`config.mk`:
```
export PLATFORM = sky130hd
export DESIGN_NAME = iomem_periph_bridge
export DESIGN_NICKNAME = d
export VERILOG_FILES = /design/src/rtl/iomem_periph_bridge.sv
export SDC_FILE = /design/constraint.sdc
export NUM_CORES = 1
export LEC_CHECK = 0
export BUFFER_PORTS_ARGS = -buffer_cell sky130_fd_sc_hd__buf_4
export CAP_MARGIN = 15
export CORE_ASPECT_RATIO = 0.8
export CORE_MARGIN = 1.5
export CORE_UTILIZATION = 48
export CTS_BUF_LIST = sky130_fd_sc_hd__clkbuf_16
export CTS_CLUSTER_DIAMETER = 200
export DETAILED_ROUTE_END_ITERATION = 8
export PLACE_DENSITY = 0.89
export SYNTH_ARGS = -nofsm -noshare
export SYNTH_HDL_FRONTEND = slang
export SYNTH_SLANG_ARGS = --single-unit
```
`constraint.sdc`:
```
create_clock -name clk -period 5.2 [get_ports clk]
set_clock_uncertainty 0.15 [all_clocks]
set_input_delay 0.78 -clock clk [delete_from_list [all_inputs] [get_ports clk]]
set_output_delay 0.78 -clock clk [all_outputs]
set_load 0.02 [all_outputs]
```
`src/rtl/iomem_periph_bridge.sv`:
```
// iomem_periph_bridge: decodes PicoRV32 iomem page into GPIO registers,
// a Wishbone classic master, or an unmapped-page error response.
// Optional build macro IOMEM_WB_TIMEOUT_EN adds a Wishbone ack timeout.
module iomem_periph_bridge #(
   parameter int          GPIO_WORDS     = 4,
   parameter int          GPIO_WIDTH     = 8,
   parameter logic [31:0] GPIO_RESET     = 32'h0000_00A5,
   parameter logic [7:0]  GPIO_PAGE      = 8'h01,
   parameter logic [7:0]  WB_PAGE        = 8'h04,
   parameter int          WB_AW          = 8,
   parameter int          WB_DW          = 8,
   parameter int          TIMEOUT_CYCLES = 255
) (
   input  logic                             clk,
   input  logic                             rst,
   input  logic                             iomem_valid,
   output logic                             iomem_ready,
   input  logic [3:0]                       iomem_wstrb,
   input  logic [31:0]                      iomem_addr,
   input  logic [31:0]                      iomem_wdata,
   output logic [31:0]                      iomem_rdata,
   output logic [GPIO_WORDS*GPIO_WIDTH-1:0] gpio_out,
   input  logic [GPIO_WORDS*GPIO_WIDTH-1:0] gpio_in,
   output logic                             wb_cyc_o,
   output logic                             wb_stb_o,
   output logic                             wb_we_o,
   output logic [WB_AW-1:0]                 wb_adr_o,
   output logic [WB_DW-1:0]                 wb_dat_o,
   input  logic [WB_DW-1:0]                 wb_dat_i,
   input  logic                             wb_ack_i,
   output logic                             bus_err
);

   localparam int LOGW = $clog2(GPIO_WORDS);
   localparam int IDXW = (LOGW > 0) ? LOGW : 1;

   typedef enum logic [1:0] {IDLE, WB, RESP} state_t;

   state_t                           state_reg, state_next;
   logic [31:0]                      rdata_reg, rdata_next;
   logic                             err_reg, err_next;
   logic                             wb_load, gpio_wr, tmo_hit;
   logic [GPIO_WIDTH-1:0]            gpio_reg [GPIO_WORDS];
   logic [GPIO_WORDS*GPIO_WIDTH-1:0] gpio_meta_reg, gpio_sync_reg;
   logic [IDXW-1:0]                  word_idx;
   logic                             sel_in;
   logic [GPIO_WIDTH-1:0]            out_word, in_word;
   logic [31:0]                      gpio_rd_val;
   logic                             unused_bits;

   // Word index is masked so a single-word bank always addresses word 0.
   assign word_idx    = IDXW'(iomem_addr[31:2]) & IDXW'(GPIO_WORDS - 1);
   assign sel_in      = iomem_addr[2 + LOGW];
   assign out_word    = gpio_reg[word_idx];
   assign in_word     = gpio_sync_reg[int'(word_idx) * GPIO_WIDTH +: GPIO_WIDTH];
   assign gpio_rd_val = sel_in ? 32'(in_word) : 32'(out_word);
   assign unused_bits = ^{iomem_addr, iomem_wdata};

   assign iomem_ready = (state_reg == RESP);
   assign iomem_rdata = rdata_reg;
   assign bus_err     = err_reg;
   assign wb_cyc_o    = (state_reg == WB);
   assign wb_stb_o    = (state_reg == WB);

   // State register; async reset aborts any in-flight Wishbone cycle.
   always_ff @(posedge clk or posedge rst) begin
      if (rst) state_reg <= IDLE;
      else     state_reg <= state_next;
   end

   // Next-state decode and completion data selection.
   always_comb begin
      state_next = state_reg;
      rdata_next = rdata_reg;
      err_next   = 1'b0;
      wb_load    = 1'b0;
      gpio_wr    = 1'b0;
      case (state_reg)
         IDLE: begin
            if (iomem_valid) begin
               if (iomem_addr[31:24] == GPIO_PAGE) begin
                  state_next = RESP;
                  rdata_next = gpio_rd_val;
                  gpio_wr    = ~sel_in;
               end else if (iomem_addr[31:24] == WB_PAGE) begin
                  state_next = WB;
                  wb_load    = 1'b1;
               end else begin
                  state_next = RESP;
                  rdata_next = 32'h00BA_DADD;
                  err_next   = 1'b1;
               end
            end
         end
         WB: begin
            // Ack takes priority over a simultaneous timeout expiry.
            if (wb_ack_i) begin
               state_next = RESP;
               rdata_next = 32'(wb_dat_i);
            end else if (tmo_hit) begin
               state_next = RESP;
               rdata_next = 32'hDEAD_BEEF;
               err_next   = 1'b1;
            end
         end
         RESP:    state_next = IDLE;
         default: state_next = IDLE;
      endcase
   end

   // Completion data, error flag and Wishbone request fields.
   always_ff @(posedge clk or posedge rst) begin
      if (rst) begin
         rdata_reg <= '0;
         err_reg   <= 1'b0;
         wb_we_o   <= 1'b0;
         wb_adr_o  <= '0;
         wb_dat_o  <= '0;
      end else begin
         rdata_reg <= rdata_next;
         err_reg   <= err_next;
         if (wb_load) begin
            wb_we_o  <= |iomem_wstrb;
            wb_adr_o <= iomem_addr[WB_AW+1:2];
            wb_dat_o <= iomem_wdata[WB_DW-1:0];
         end
      end
   end

   // GPIO output bank with per-byte-lane writes.
   always_ff @(posedge clk or posedge rst) begin
      if (rst) begin
         for (int w = 0; w < GPIO_WORDS; w++) gpio_reg[w] <= GPIO_RESET[GPIO_WIDTH-1:0];
      end else if (gpio_wr) begin
         for (int b = 0; b < GPIO_WIDTH; b++)
            if (iomem_wstrb[b/8]) gpio_reg[word_idx][b] <= iomem_wdata[b];
      end
   end

   // Two-flop synchroniser for the asynchronous GPIO inputs.
   always_ff @(posedge clk or posedge rst) begin
      if (rst) begin
         gpio_meta_reg <= '0;
         gpio_sync_reg <= '0;
      end else begin
         gpio_meta_reg <= gpio_in;
         gpio_sync_reg <= gpio_meta_reg;
      end
   end

   generate
      for (genvar gi = 0; gi < GPIO_WORDS; gi++) begin : g_gpio_out
         assign gpio_out[gi*GPIO_WIDTH +: GPIO_WIDTH] = gpio_reg[gi];
      end
   endgenerate

`ifdef IOMEM_WB_TIMEOUT_EN
   logic [15:0] tmo_cnt_reg;

   assign tmo_hit = (tmo_cnt_reg == 16'(TIMEOUT_CYCLES - 1));

   // Counts stb-high cycles without ack; held at zero outside a Wishbone cycle.
   always_ff @(posedge clk or posedge rst) begin
      if (rst)                   tmo_cnt_reg <= '0;
      else if (state_reg != WB)  tmo_cnt_reg <= '0;
      else if (!wb_ack_i)        tmo_cnt_reg <= tmo_cnt_reg + 16'd1;
   end
`else
   logic unused_tmo;

   assign tmo_hit    = 1'b0;
   assign unused_tmo = (TIMEOUT_CYCLES == 0);
`endif

endmodule

```
== After elaboration in Yosys (flattened, before gate mapping) ==
Index checks and enable logic that the tools add are counted.
Widths: inputs -> output; s select.

* Bits of input ports: 112
* Flip-flop bits (word level): 148
* Logic and storage cells: 94
* Output and inout port bits: 85

* Shift-type cells: 1
* Bitwise gates (word level): 2
* Equality and inequality tests: 7
* Multiplexer cells: 64
* Reductions and logical operators: 6
* Order comparisons: 2

{| class="wikitable"
|+ Operator list
! kind !! count
|-
| $mux 32 || 19
|-
| $bwmux 32 || 8
|-
| $demux 8 s2 || 8
|-
| $pmux 32 s2 || 1
|-
| $mux 8 || 4
|-
| $shiftx 32x6->8 || 1
|-
| $bmux 8 s2 || 1
|-
| $mux 1 || 12
|-
| $mux 2 || 5
|-
| $eq 8x1->1 const B || 1
|-
| $eq 8x3->1 const B || 1
|-
| $mux 7 || 1
|-
| $mux 6 || 1
|-
| $mux 5 || 1
|-
| $mux 4 || 1
|-
| $pmux 2 s2 || 1
|-
| $reduce_and 4->1 || 1
|-
| $reduce_or 4->1 || 1
|-
| $ge 3x3->1 const B || 1
|-
| $lt 3x1->1 const B || 1
|-
| $mux 3 || 1
|-
| $ne 3x3->1 const B || 1
|-
| $not 2->3 || 1
|-
| $eq 2x1->1 const B || 1
|-
| other kinds (8) || 8
|}

== Logic depth before layout (Yosys ltp) ==
* Depth in word-level cells: 28
* Gate-level depth with buffers: 8
* Depth with buffers taken out: 6

== Worst setup path after synthesis ==
Ideal clock, no wire load.

* Path type: input to register
* Start point: input iomem_addr[4]
* End point: register gpio_reg, in the netlist gpio_out[25]
* Arrival: 2.218 ns
* Required time: 4.925 ns
* Stages on the path: 5
* Setup time: 0.125 ns
* Buffers on the path: 2
* Slack: 2.706 ns
* Path through: clkbuf_1 -> nand3b_2 -> or4_1 -> buf_6 -> mux2_4

* Word-level cells in the longest chain between the ends: 4

{| class="wikitable"
|+ Ends and longest elaborated chain
! item !! line !! text
|-
| from (decl) || 19 || <nowiki>input logic [31:0] iomem_addr,</nowiki>
|-
| $not 1->1 || 84 || <nowiki>gpio_wr = ~sel_in;</nowiki>
|-
| $mux 1 || 81 || <nowiki>if (iomem_addr[31:24] == GPIO_PAGE) begin</nowiki>
|-
| $mux 1 || 80 || <nowiki>if (iomem_valid) begin</nowiki>
|-
| $mux 1 || 78 || <nowiki>case (state_reg)</nowiki>
|-
| to (signal, indexed assignment) || 136 || <nowiki>if (iomem_wstrb[b/8]) gpio_reg[word_idx][b] <= iomem_wdata[b];</nowiki>
|-
| to (decl) || 43 || <nowiki>logic [GPIO_WIDTH-1:0] gpio_reg [GPIO_WORDS];</nowiki>
|}

No other way between the ends.
A chain may end at the register's enable or synchronous reset.

== Worst setup path in the final report ==
* Start point: input iomem_addr[27]
* End point: register gpio_reg, in the netlist gpio_out[28]

* Word-level cells in the longest chain between the ends: 4

{| class="wikitable"
|+ Ends and longest elaborated chain
! item !! line
|-
| $eq 8x1->1 || 81
|-
| $mux 1 || 81
|-
| $mux 1 || 80
|-
| $mux 1 || 78
|}

No other way between the ends.

==> impl_metrics.csv <==
group,metric,value,unit
status,run_status,"complete, no violations",
global_route,grt_util_all_layers,0.2204,
critical_path,criticalPathCategory,"in -> reg",
timing,layout_min_cycle_time,2569,ps
die,overall_die_area,0.01078,mm^2
cts,count_of_h_tree_levels_built_during_cts,4,
power,power.static_leakage,3.190,nW
global_route,first_pass_grt_wire_length,16.93,mm
finish,nets,541,
critical_path,timing.critical_path.buf_inv,1,
global_route,grt_start_max_net_pins,53,
drt,wire_per_inst,19.43,um
global_route,via_count_of_the_first_global_routing_pass,3139,
drt,routed_wl,11.23,mm
timing,timing.setup.tns,0,ps
critical_path,crit_chain,"buf_4 -> nor4_4 -> nand3_4 -> or4_1 -> mux2_4",
drt,number_of_drc_violations_after_detailed_routing_iteration_0,117,
critical_path,path_max_fanout,8,
cts,post-cts-setup-buffer-count,0,
timing,slew_viol_final,0,
cts,clkSinkCount,125,
timing,hold_violations,0,
finish,most-common-layout-cells,"buf_4, dfrtp_1, mux2_2, clkbuf_16",
placed_design,io_buffer_count,142,
critical_path,crit-reg2reg-launch,"state_reg[0]$_DFFE_PP0P_",
timing,achievable_freq,389.2,MHz
worst_hold_path,holdCritPathClass,"in -> async",
die,die_h,93.15,um
flow_run,max_cap_violations,0,
yosys,asyncSetResetFlopFracSynth,1.000,
timing,timing_worst_slew_pin_value,920.6,ps
yosys,synth_enable_flop_cells,0,
critical_path,worst-r2r-setup-slack,2720,ps
yosys,seq_area_frac_synth,0.6456,
yosys,syn-mean-instance-area,17.11,um^2
placed_design,gpl.final_weighted_congestion,0.7688,
critical_path,worst_ep_required_time,5320,ps
critical_path,critPathSlowestCell,"or4_1",
timing,setup_violations,0,
finish,final_common_cell,"buf_4",
critical_path,worstRegToRegCells,4,
critical_path,timing.rr.end,"gpio_out[28]$_DFFE_PP0P_",
drt,routed_via_density,5.050,
cts,cts_inserted_buffers,17,
power,power_density,357.2,mW/mm^2
drt,total_via_count_after_detailed_routing,2919,
yosys,synthesized_instance_count,285,
critical_path,cp-start-kind,"input port",
critical_path,timing.critical_path.max_delay_family,"simple AND/OR/NAND/NOR gates",
drt,postRouteAntennaNets,0,
finish,final_util,0.6648,
finish,final_layout_size_suffix_gt1_frac,0.6267,
yosys,netlist_area,0.004876,mm^2
yosys,synthFlopType,"dfrtp_1",
finish,antenna_cells,0,
power,peakVddDrop,0.0002180,V
yosys,ys_types,35,
drt,drt_first_pass_iters,6,
die,pin_count,197,
timing,final.hold.worst_slack,186.2,ps
cts,ctsHoldBuffers,0,
critical_path,critical_path.endpoint_type,"flop",
cts,worst_setup_hold_path_clk_slew,60,ps
drt,drt_drc_violations_left,0,
timing,relSlewSlack,0.3817,
die,fp-row-count,32,
critical_path,slowest_delay,850,ps
critical_path,cp_data_arrival_time,2690,ps
cts,worstSkewPairLatency,400,ps
yosys,synth_seq_cells,125,
cts,cts_tree,"yes",
cts,post_cts_resize_count,0,
die,start_util,0.4991,
cts,clockRootBuffer,"clkbuf_16",
timing,grt_setup_unrepaired,"no",
global_route,gr-total-overflow,0,
die,floorplan.die.width,115.7,um
die,placeableCoreArea,0.009769,mm^2
yosys,yosysWarnings,0,
finish,area_growth,33.21,%
placed_design,hpwlAfterDp,7.704,mm
timing,min_period_over_period,0.4941,
global_route,grt_antenna_before_repair,0,
cts,cts.path.max_buffers,2,
==> cells by family after synthesis <==
| group | after synthesis | synth area share |
|---|---|---|
| compound gates | 18 | 0.02181 |
| mux | 75 | 0.2197 |
| xor+xnor | 1 | 0.001797 |
| flops | 125 | 0.6456 |
| buf+inv | 37 | 0.05183 |
| simple gates | 28 | 0.05851 |
| other cells | 1 | 0.0007691 |
==> worst register-to-register path, delay by kind of cell (launching register included) <==
| family | cells | cell delay, ps |
|---|---|---|
| and+or+nand+nor | 3 | 1380 |
| muxes | 1 | 420 |
| DFF | 1 | 410 |
==> power by group <==
group / switching [mW] / internal [mW]
clock network: 0.425 / 0.655
registers: 0.0172 / 1.01
logic: 0.113 / 0.0956
total: 0.556 / 1.76
==> metrics by stage <==
stage	power (mW)	setup WS, ps	area, um^2	cells
after floorplan	1.169	968.9	4925	298
after global placement	1.250	2246	5944	546
after detailed placement	1.258	2207	5944	546
after CTS	2.344	2633	6495	578
after global routing	2.414	2564	6495	578
final	2.320	2631	6495	578
==> metal layers <==
metal / up-vias / GRT usage / wire, um / part of all wire
met5: - / 0 / 0 / 0
met4: 0 / 0.05183 / 71 / 0.0063
met3: 7 / 0.08814 / 834 / 0.074
met2: 124 / 0.3969 / 6031 / 0.54
met1: 1503 / 0.2446 / 4295 / 0.38
li1: 1285 / - / - / -
==> Yosys cell counts (2+ instances only) <==
cell / number / area share
dfrtp_1: 109 / 0.56
mux2_2: 44 / 0.10
buf_4: 25 / 0.038
dfstp_2: 16 / 0.086
mux4_2: 16 / 0.074
mux2_4: 13 / 0.040
o21ai_0: 9 / 0.0092
nand3_1: 6 / 0.0062
o22ai_1: 6 / 0.0077
buf_2: 4 / 0.0041
nor4_4: 4 / 0.017
inv_1: 3 / 0.0023
nand2_1: 3 / 0.0023
buf_6: 2 / 0.0046
inv_2: 2 / 0.0015
mux2i_1: 2 / 0.0041
nor2b_1: 2 / 0.0026
or4_1: 2 / 0.0031
==> final cells by class <==
cell class,count,area (um^2)
repair buffers,144,1081
well taps,136,170.2
clock inverters,15,125.1
flip-flops and latches,125,3148
clock buffers,17,425.4
inverters,5,21.27
multi-input cells,136,1524
fillers,704,3274
==> how the worst max path moves through the flow <==
stage	from	endpoint	cells after the start
floorplan	rst	bus_err$_DFF_PP0_	1
global placement	iomem_addr[27]	gpio_out[27]$_DFFE_PP0P_	5
detailed placement	iomem_addr[27]	gpio_out[27]$_DFFE_PP0P_	5
CTS	iomem_addr[27]	gpio_out[27]$_DFFE_PP0P_	5
global route	state_reg[1]$_DFFE_PP0P_	wb_cyc_o	3
finish	iomem_addr[27]	gpio_out[28]$_DFFE_PP0P_	5
(Power assumes the default switching activity.)
